<file path="src/rtl/dmem_arb_pkg.sv">
// rtl/dmem_arb_pkg.sv - shared types and default widths for the data-memory arbiter
package dmem_arb_pkg;

    localparam int DEF_AW = 8;
    localparam int DEF_DW = 8;

    typedef enum logic [1:0] {
        IDLE     = 2'd0,
        WB_BUSY  = 2'd1,
        EXT_BUSY = 2'd2,
        RESP     = 2'd3
    } arb_state_e;

    typedef enum logic {
        OWN_WB  = 1'b0,
        OWN_EXT = 1'b1
    } arb_owner_e;

endpackage

</file>
<file path="src/rtl/arb_wait_timer.sv">
// rtl/arb_wait_timer.sv - counts stalled memory cycles and flags the cycle an access must be aborted
module arb_wait_timer #(
    parameter int MAX_WAIT = 15
) (
    input  logic clk,
    input  logic rst,
    input  logic clear_i,
    input  logic count_en_i,
    output logic expire_o
);
    localparam int CW = $clog2(MAX_WAIT + 1);

    logic [CW-1:0] cnt_q;
    logic [CW-1:0] cnt_d;

    // Expiry is the MAX_WAIT-th stalled cycle; a ready in that same cycle still completes normally.
    assign expire_o = count_en_i && (cnt_q == CW'(MAX_WAIT - 1));

    // Restart on every grant, advance once per cycle the memory holds off.
    always_comb begin
        cnt_d = cnt_q;
        if (clear_i) begin
            cnt_d = '0;
        end else if (count_en_i && !expire_o) begin
            cnt_d = cnt_q + 1'b1;
        end
    end

    // Counter register.
    always_ff @(posedge clk) begin
        if (rst) begin
            cnt_q <= '0;
        end else begin
            cnt_q <= cnt_d;
        end
    end

endmodule

</file>
<file path="src/rtl/dmem_wb_arbiter.sv">
// rtl/dmem_wb_arbiter.sv - dmem arbiter for EX/WB stores and external access; DMEM_ARB_AGING_EN enables ext aging
module dmem_wb_arbiter
    import dmem_arb_pkg::*;
#(
    parameter int AW         = DEF_AW,
    parameter int DW         = DEF_DW,
    parameter int MAX_WAIT   = 15,
    parameter int STARVE_LIM = 8
) (
    input  logic          clk,
    input  logic          rst,
    input  logic          wb_req,
    input  logic [AW-1:0] wb_addr,
    input  logic [DW-1:0] wb_wdata,
    output logic          wb_stall,
    output logic          wb_done,
    input  logic          ext_valid,
    input  logic          ext_we,
    input  logic [AW-1:0] ext_addr,
    input  logic [DW-1:0] ext_wdata,
    output logic          ext_ready,
    output logic [DW-1:0] ext_rdata,
    output logic          ext_err,
    output logic          mem_req,
    output logic          mem_we,
    output logic [AW-1:0] mem_addr,
    output logic [DW-1:0] mem_wdata,
    input  logic [DW-1:0] mem_rdata,
    input  logic          mem_ready,
    output logic          err_timeout,
    input  logic          err_clr,
    output logic          busy
);
    if (MAX_WAIT < 1 || STARVE_LIM < 1) begin : g_param_check
        $error("dmem_wb_arbiter: MAX_WAIT and STARVE_LIM must be at least 1");
    end

    arb_state_e    state_q;
    arb_owner_e    owner_q;
    logic          mem_req_q;
    logic          mem_we_q;
    logic [AW-1:0] mem_addr_q;
    logic [DW-1:0] mem_wdata_q;
    logic          wb_done_q;
    logic          ext_ready_q;
    logic          ext_err_q;
    logic [DW-1:0] ext_rdata_q;
    logic          err_q;
    logic          busy_q;

    logic in_busy;
    logic grant_wb;
    logic grant_ext;
    logic timer_expire;

    assign in_busy = (state_q == WB_BUSY) || (state_q == EXT_BUSY);

`ifdef DMEM_ARB_AGING_EN
    localparam int AGE_W = $clog2(STARVE_LIM + 1);

    logic [AGE_W-1:0] age_q;
    logic [AGE_W-1:0] age_d;
    logic             ext_active;
    logic             age_full;

    assign ext_active = (state_q == EXT_BUSY) || ((state_q == RESP) && (owner_q == OWN_EXT));
    assign age_full   = (age_q == AGE_W'(STARVE_LIM));
    assign grant_ext  = (state_q == IDLE) && ext_valid && (!wb_req || age_full);
    assign grant_wb   = (state_q == IDLE) && wb_req && !grant_ext;

    // Age a waiting external request; a full count lets it jump ahead of the store path.
    always_comb begin
        age_d = age_q;
        if (grant_ext) begin
            age_d = '0;
        end else if (ext_valid && !ext_active && !age_full) begin
            age_d = age_q + 1'b1;
        end
    end

    // Aging counter register.
    always_ff @(posedge clk) begin
        if (rst) begin
            age_q <= '0;
        end else begin
            age_q <= age_d;
        end
    end
`else
    assign grant_wb  = (state_q == IDLE) && wb_req;
    assign grant_ext = (state_q == IDLE) && ext_valid && !wb_req;
`endif

    arb_wait_timer #(
        .MAX_WAIT(MAX_WAIT)
    ) u_wait_timer (
        .clk       (clk),
        .rst       (rst),
        .clear_i   (grant_wb || grant_ext),
        .count_en_i(in_busy && !mem_ready),
        .expire_o  (timer_expire)
    );

    // Access sequencer: grant, hold the memory request, then one response cycle per access.
    always_ff @(posedge clk) begin
        if (rst) begin
            state_q     <= IDLE;
            owner_q     <= OWN_WB;
            mem_req_q   <= 1'b0;
            mem_we_q    <= 1'b0;
            mem_addr_q  <= '0;
            mem_wdata_q <= '0;
            wb_done_q   <= 1'b0;
            ext_ready_q <= 1'b0;
            ext_err_q   <= 1'b0;
            ext_rdata_q <= '0;
            err_q       <= 1'b0;
            busy_q      <= 1'b0;
        end else begin
            wb_done_q   <= 1'b0;
            ext_ready_q <= 1'b0;
            ext_err_q   <= 1'b0;
            if (err_clr) begin
                err_q <= 1'b0;
            end
            case (state_q)
                IDLE: begin
                    if (grant_wb) begin
                        state_q     <= WB_BUSY;
                        owner_q     <= OWN_WB;
                        mem_req_q   <= 1'b1;
                        mem_we_q    <= 1'b1;
                        mem_addr_q  <= wb_addr;
                        mem_wdata_q <= wb_wdata;
                        busy_q      <= 1'b1;
                    end else if (grant_ext) begin
                        state_q     <= EXT_BUSY;
                        owner_q     <= OWN_EXT;
                        mem_req_q   <= 1'b1;
                        mem_we_q    <= ext_we;
                        mem_addr_q  <= ext_addr;
                        mem_wdata_q <= ext_wdata;
                        busy_q      <= 1'b1;
                    end
                end
                WB_BUSY, EXT_BUSY: begin
                    if (mem_ready || timer_expire) begin
                        state_q   <= RESP;
                        mem_req_q <= 1'b0;
                        if (state_q == WB_BUSY) begin
                            wb_done_q <= 1'b1;
                        end else begin
                            ext_ready_q <= 1'b1;
                            ext_err_q   <= timer_expire;
                            if (mem_ready && !mem_we_q) begin
                                ext_rdata_q <= mem_rdata;
                            end
                        end
                        if (timer_expire) begin
                            err_q <= 1'b1;
                        end
                    end
                end
                default: begin
                    state_q <= IDLE;
                    busy_q  <= 1'b0;
                end
            endcase
        end
    end

    assign wb_stall    = wb_req && !((state_q == RESP) && (owner_q == OWN_WB));
    assign wb_done     = wb_done_q;
    assign ext_ready   = ext_ready_q;
    assign ext_err     = ext_err_q;
    assign ext_rdata   = ext_rdata_q;
    assign mem_req     = mem_req_q;
    assign mem_we      = mem_we_q;
    assign mem_addr    = mem_addr_q;
    assign mem_wdata   = mem_wdata_q;
    assign err_timeout = err_q;
    assign busy        = busy_q;

endmodule

</file>
<file path="config.mk">
export PLATFORM = sky130hd
export DESIGN_NAME = dmem_wb_arbiter
export DESIGN_NICKNAME = d
export VERILOG_FILES = /design/src/rtl/dmem_arb_pkg.sv /design/src/rtl/arb_wait_timer.sv /design/src/rtl/dmem_wb_arbiter.sv
export SDC_FILE = /design/constraint.sdc
export NUM_CORES = 1
export LEC_CHECK = 0
export CAP_MARGIN = 20
export CORE_ASPECT_RATIO = 1.75
export CORE_UTILIZATION = 37
export CTS_CLUSTER_SIZE = 14
export DETAILED_ROUTE_END_ITERATION = 12
export PLACE_DENSITY = 0.76
export SLEW_MARGIN = 20
export SYNTH_ARGS = -nofsm -noshare
export SYNTH_HDL_FRONTEND = slang
export SYNTH_SLANG_ARGS = --single-unit
</file>
<file path="constraint.sdc">
create_clock -name clk -period 1.7 [get_ports clk]
set_input_delay 0.17 -clock clk [delete_from_list [all_inputs] [get_ports clk]]
set_output_delay 0.17 -clock clk [all_outputs]
set_load 0.1 [all_outputs]
</file>
# Yosys cells after proc, flatten, opt, wreduce, memory -nomap -nowiden
# Cells that the tools add are included.
[op_classes] n_addsub=1 bitwise=4 n_eq_ne=6 mux=22 n_reduce_logical=29
[ops] cell="2-to-1 mux 8 bit" count=4
[ops] cell="2-to-1 mux 1 bit" count=12
[ops] cell="logical AND 1 bit" count=9
[ops] cell="2-to-1 mux 2 bit" count=3
[ops] cell="AND reduction 2 bit" count=3
[ops] cell="logical NOT 1 bit" count=5
[ops] cell="adder 4 x 1 -> 4 bit, second input constant" count=1
[ops] cell="equality test 2 bit, second input constant" count=2
[ops] cell="equality test 4 bit, second input constant" count=1
[ops] cell="NOT 1 bit" count=4
[ops] cell="one-hot mux 1 bit (2 select lines)" count=2
[ops] cell="one-hot mux 2 bit (2 select lines)" count=1
[ops] cell="AND reduction 4 bit" count=1
[ops] cell="nonzero test 2 bit" count=2
[ops] cell="OR reduction 2 bit" count=2
[ops] cell="OR reduction 4 bit" count=1
[ops] cell="logical OR 1 bit" count=3
[ops] cell="inequality test 3 bit, second input constant" count=1
[ops] cell="AND reduction 3 bit" count=1
[ops] cell="OR reduction 3 bit" count=1
[ops] cell="equality test 2 x 1 -> 1 bit, second input constant" count=1
[ops] cell="logical NOT 2 bit" count=1
[ops] cell="inequality test 2 bit, second input constant" count=1
[word_totals] register_bits=38 output_inout_bits=32 inputBits=47

# Longest topological paths before layout
[depth] depth_word=7 ltp_mapped=7 mapped_depth_nobuf=5

# Cells and area by module
# From an unflattened synthesis, not the netlist that was laid out.
[hier_totals] hier_cells=204 area_unflattened_um2=1860.5
[by_module_without_submodules] module="dmem_wb_arbiter" instances=1 area_each_um2=1644.1 seq_area_each_um2=680.7 cells_each=181
[by_module_without_submodules] module="arb_wait_timer" instances=1 area_each_um2=216.5 seq_area_each_um2=80.1 cells_each=23

# Worst setup path after synthesis
# Ideal clock, no wire load.
[synth_timing] kind="input to output" startpoint="input port wb_req" endpoint="output port wb_stall" required_ps=1530 t_arrival_ps=2738 path_slack_ps=-1208 cell_stages=3 n_path_buf=2 cell_sequence="buf_2 -> buf_2 -> a21boi_0"
[synth_via] elab_chain_len=1
[synth_lines] element="start, declared" line="dmem_wb_arbiter.sv:12" rtl="input logic wb_req,"
[synth_lines] element="logical AND 1 bit" line="dmem_wb_arbiter.sv:172" rtl="assign wb_stall = wb_req && !((state_q == RESP) && (owner_q == OWN_WB));"
[synth_lines] element="end, declared" line="dmem_wb_arbiter.sv:15" rtl="output logic wb_stall,"
# Every way passes these cells.

# Worst setup path after layout
[layout_timing] startpoint="register state_q[1]" endpoint="register state_q[0]"
[layout_via] elab_chain_len=7 word_cells_on_any_way=16
[layout_lines] element="start, declared" line="dmem_wb_arbiter.sv:38" rtl="arb_state_e state_q;"
[layout_lines] element="start signal, assigned" line="dmem_wb_arbiter.sv:107" rtl="state_q <= IDLE;"
[layout_lines] element="start signal, assigned" line="dmem_wb_arbiter.sv:129" rtl="state_q <= WB_BUSY;"
[layout_lines] element="start signal, assigned" line="dmem_wb_arbiter.sv:137" rtl="state_q <= EXT_BUSY;"
[layout_lines] element="equality test 2 x 1 -> 1 bit / equality test 2 bit (equally long branches)" line="dmem_wb_arbiter.sv:56, dmem_wb_arbiter.sv:126"
[layout_lines] element="logical OR 1 bit" line="dmem_wb_arbiter.sv:56" rtl="assign in_busy = (state_q == WB_BUSY) || (state_q == EXT_BUSY);"
[layout_lines] element="logical AND 1 bit" line="dmem_wb_arbiter.sv:100" rtl=".count_en_i(in_busy && !mem_ready),"
[layout_lines] element="logical AND 1 bit" line="arb_wait_timer.sv:17" rtl="assign expire_o = count_en_i && (cnt_q == CW'(MAX_WAIT - 1));"
[layout_lines] element="logical OR 1 bit" line="dmem_wb_arbiter.sv:147" rtl="if (mem_ready || timer_expire) begin"
[layout_lines] element="inequality test 2 bit (no line)"
[layout_lines] element="AND reduction 2 bit (no line)"
# Parallel ways exist; a longest one is shown, timed or not.
# A chain may end at the register's enable or synchronous reset.

==> impl_metrics.yaml <==
sta:
  slew_headroom: 0.8082
  rsz0062_at_grt: "false"
  fin_crit_ns: 1.587
  setup_viol: 0
  max_freq_mhz: 630.2
  hold_slack_ns: 0.4401
  tightest_slew_ns: 0.2868
  fin_tns_setup_ns: 0
  hold_violations: 0
  finalClockSkew_ns: 0.007795
  finalCritPeriodShare: 0.9335
  drv_slew: 0
synthesis:
  yosysWarnings: 0
  ys_ff_latch: 38
  synth_top_area_frac: 0.4507
  syn_avg_cell_area_um2: 8.791
  synthTopCellsByArea: "dfxtp_1 (45%), a311oi_1 (8.8%), nor2_1 (6.7%), nand3_1 (5.6%), mux2i_1 (5.3%)"
  synth_cell_types: 31
  syn-num-nets: 245
  seq_area_frac_synth: 0.4507
  yosys.area.top_type: "dfxtp_1"
  synth_cells: 192
  synthesis.area_mm2: 0.001688
setup_path:
  crit_chain: "inv_1 -> ha_2 -> or3b_1 -> a21boi_2 -> mux2_4"
  cp_top_family: "simple AND/OR/NAND/NOR gates"
  slowest_delay_ns: 0.38
  worstPathRequired_ns: 1.88
  worst-r2r-setup-slack_ns: 0.11
  slowest_stage: "or3b_1"
  worstSetupPathType: "reg -> reg"
  crit_fanout: 4
  start_kind: "flip-flop"
  critPathCaptureType: "flip-flop"
  cp_num_buf_inv: 1
  crit_arrival_ns: 1.77
floorplanning:
  rows: 32
  die_area_mm2: 0.004847
  die_x_um: 53.06
  fp.dieH_um: 91.35
  initial_core_util: 0.3832
  coreArea_mm2: 0.004404
  num_io_pins: 79
finish:
  drive_gt1_frac: 0.2294
  fillerInstances: 415
  syn2layout_area_growth_pct: 58.78
  n_antenna_cell: 0
  final_cell_mix: "clkdlybuf4s50_1 (46), buf_4 (42), dfxtp_1 (37)"
  final_common_cell: "clkdlybuf4s50_1"
  num-nets-final: 331
place:
  port-buffer-count: 78
  hpwl_um: 3264
  gp_congestion: 0.8139
pwr:
  pwr-share-comb: 0.624
  ir_worst_vdd_uv: 1460
  p_clk_frac: 0.141
  p_per_area_mw_per_mm2: 2040
  swShare: 0.5172
  seq_power_share: 0.235
  netSwitchingPower_mw: 2.828
  p_int_mw: 2.640
  p_leak_nw: 1.114
route:
  wire_per_inst_um: 13.31
  first_iter_violations: 15
  remaining_drc_errors: 0
  num_vias: 1660
  antenna_left: 0
  routed_wl_um: 4393
  drtPass1Iterations: 4
  routed_via_density: 5.030
global_route:
  grt_pass1_vias: 1527
  overflow: 0
  grt_usage: 0.1884
  grt_max_degree: 27
  grt_antenna_before_repair: 0
  grt_pass1_wl_um: 6755
worst_hold_path:
  hold_path.class: "in -> reg"
clock_tree:
  cts_tree: "built"
  htree_levels: 2
  cts.path.max_buffers: 2
  cts_sinks: 38
  cts_resized: 0
  insertion_delay_ns: 0.29
  clk_pin_slew_ns: 0.08
  post-cts-setup-buffers: 0
  numCtsBuffers: 5
  cts_root_buf: "clkbuf_8"
  ctsHoldBuffers: 0
run:
  cap_violations: 0
status:
  status: "finished clean"
## synthesized netlist by cell type
cell	n
dfxtp_1	38
nor2_1	30
nand2_1	19
nand3_1	19
a311oi_1	17
mux2i_1	9
buf_2	8
a21oi_1	6
ha_1	6
inv_1	6
clkbuf_1	5
nand2b_1	3
o221a_2	3
or3_1	3
a211oi_1	2
a21boi_0	2
o31ai_1	2
a211o_1	1
a21boi_1	1
and2b_1	1
and3_1	1
inv_2	1
mux2_4	1
nor2b_1	1
nor3_1	1
nor4b_1	1
nor4bb_1	1
o21a_1	1
o21ai_0	1
or2_1	1
or3b_1	1
## metal layers
layer,vias up,track usage,share of wire
met4,0,0.1162,0.021
li1,853,-,-
met2,52,0.3143,0.51
met3,6,0.02848,0.053
met1,749,0.2127,0.42
met5,-,0,0
## area by class of cell
class | instances | area [µm²] | share of cell area
multi-input combinational | 134 | 867.1 | 0.3235
timing repair buffer | 92 | 847.1 | 0.3161
sequential | 38 | 762.0 | 0.2843
clock buffer | 5 | 68.82 | 0.02568
tap | 51 | 63.81 | 0.02381
clock inverter | 3 | 45.04 | 0.01681
inverter | 7 | 26.28 | 0.009804
## power by group through the flow
stage          clock, mW  combinational, mW  sequential [mW]
2_1_floorplan          0               1.06             2.71
3_3_place_gp           0               3.36             1.30
3_5_place_dp           0               3.38             1.30
4_1_cts            0.789               3.39             1.28
5_1_grt            0.818               3.61             1.31
6_report           0.770               3.41             1.29
## worst paths after layout
check | depth (start not counted) | endpoint | from
worst max-delay path | 5 | state_q[0] | state_q[1]
worst max register to register | 5 | state_q[0] | state_q[1]
worst min-delay path | 3 | mem_wdata[4] | ext_wdata[4]
worst min register to register | 2 | state_q[1] | state_q[1]
## logic make-up after synthesis
logic type,share of synthesized area
DFF,0.4507
adders and majority gates,0.04448
AOI/OAI and AO/OA,0.1697
buffers and inverters,0.05041
muxes,0.06227
and+or+nand+nor,0.2224
## worst register-to-register path: cells and delay by family (launching register included)
kind / cells / cell delay (ns)
adder cells (fa/ha/maj): 1 / 0.20
flip-flops: 1 / 0.34
AO/OA/AOI/OAI: 1 / 0.18
AND/OR/NAND/NOR: 1 / 0.38
buffers and inverters: 1 / 0.07
multiplexers: 1 / 0.30
## registers in the layout, summed over array words and instances (netlist names)
register and count:
mem_wdata 8, err_timeout 1, ext_err 1, mem_addr 8, ext_ready 1, mem_req 1
u_wait_timer.cnt_q 4, mem_we 1, ext_rdata 8, busy 1, wb_done 1, state_q 2
owner_q 1
## through the flow
stage	setup slack [ns]	instances	instance area [µm²]	util	power, mW
after floorplan	0.02233	192	1692	-	3.768
after CTS	0.02525	330	2660	0.6040	5.464
after global routing	0.03681	330	2680	0.6085	5.743
after detailed placement	0.006509	322	2546	0.5781	4.679
final	0.1131	330	2680	0.6085	5.468
after global placement	0.03163	322	2546	0.5781	4.655
Note: power is estimated with default switching activity, not from simulation.
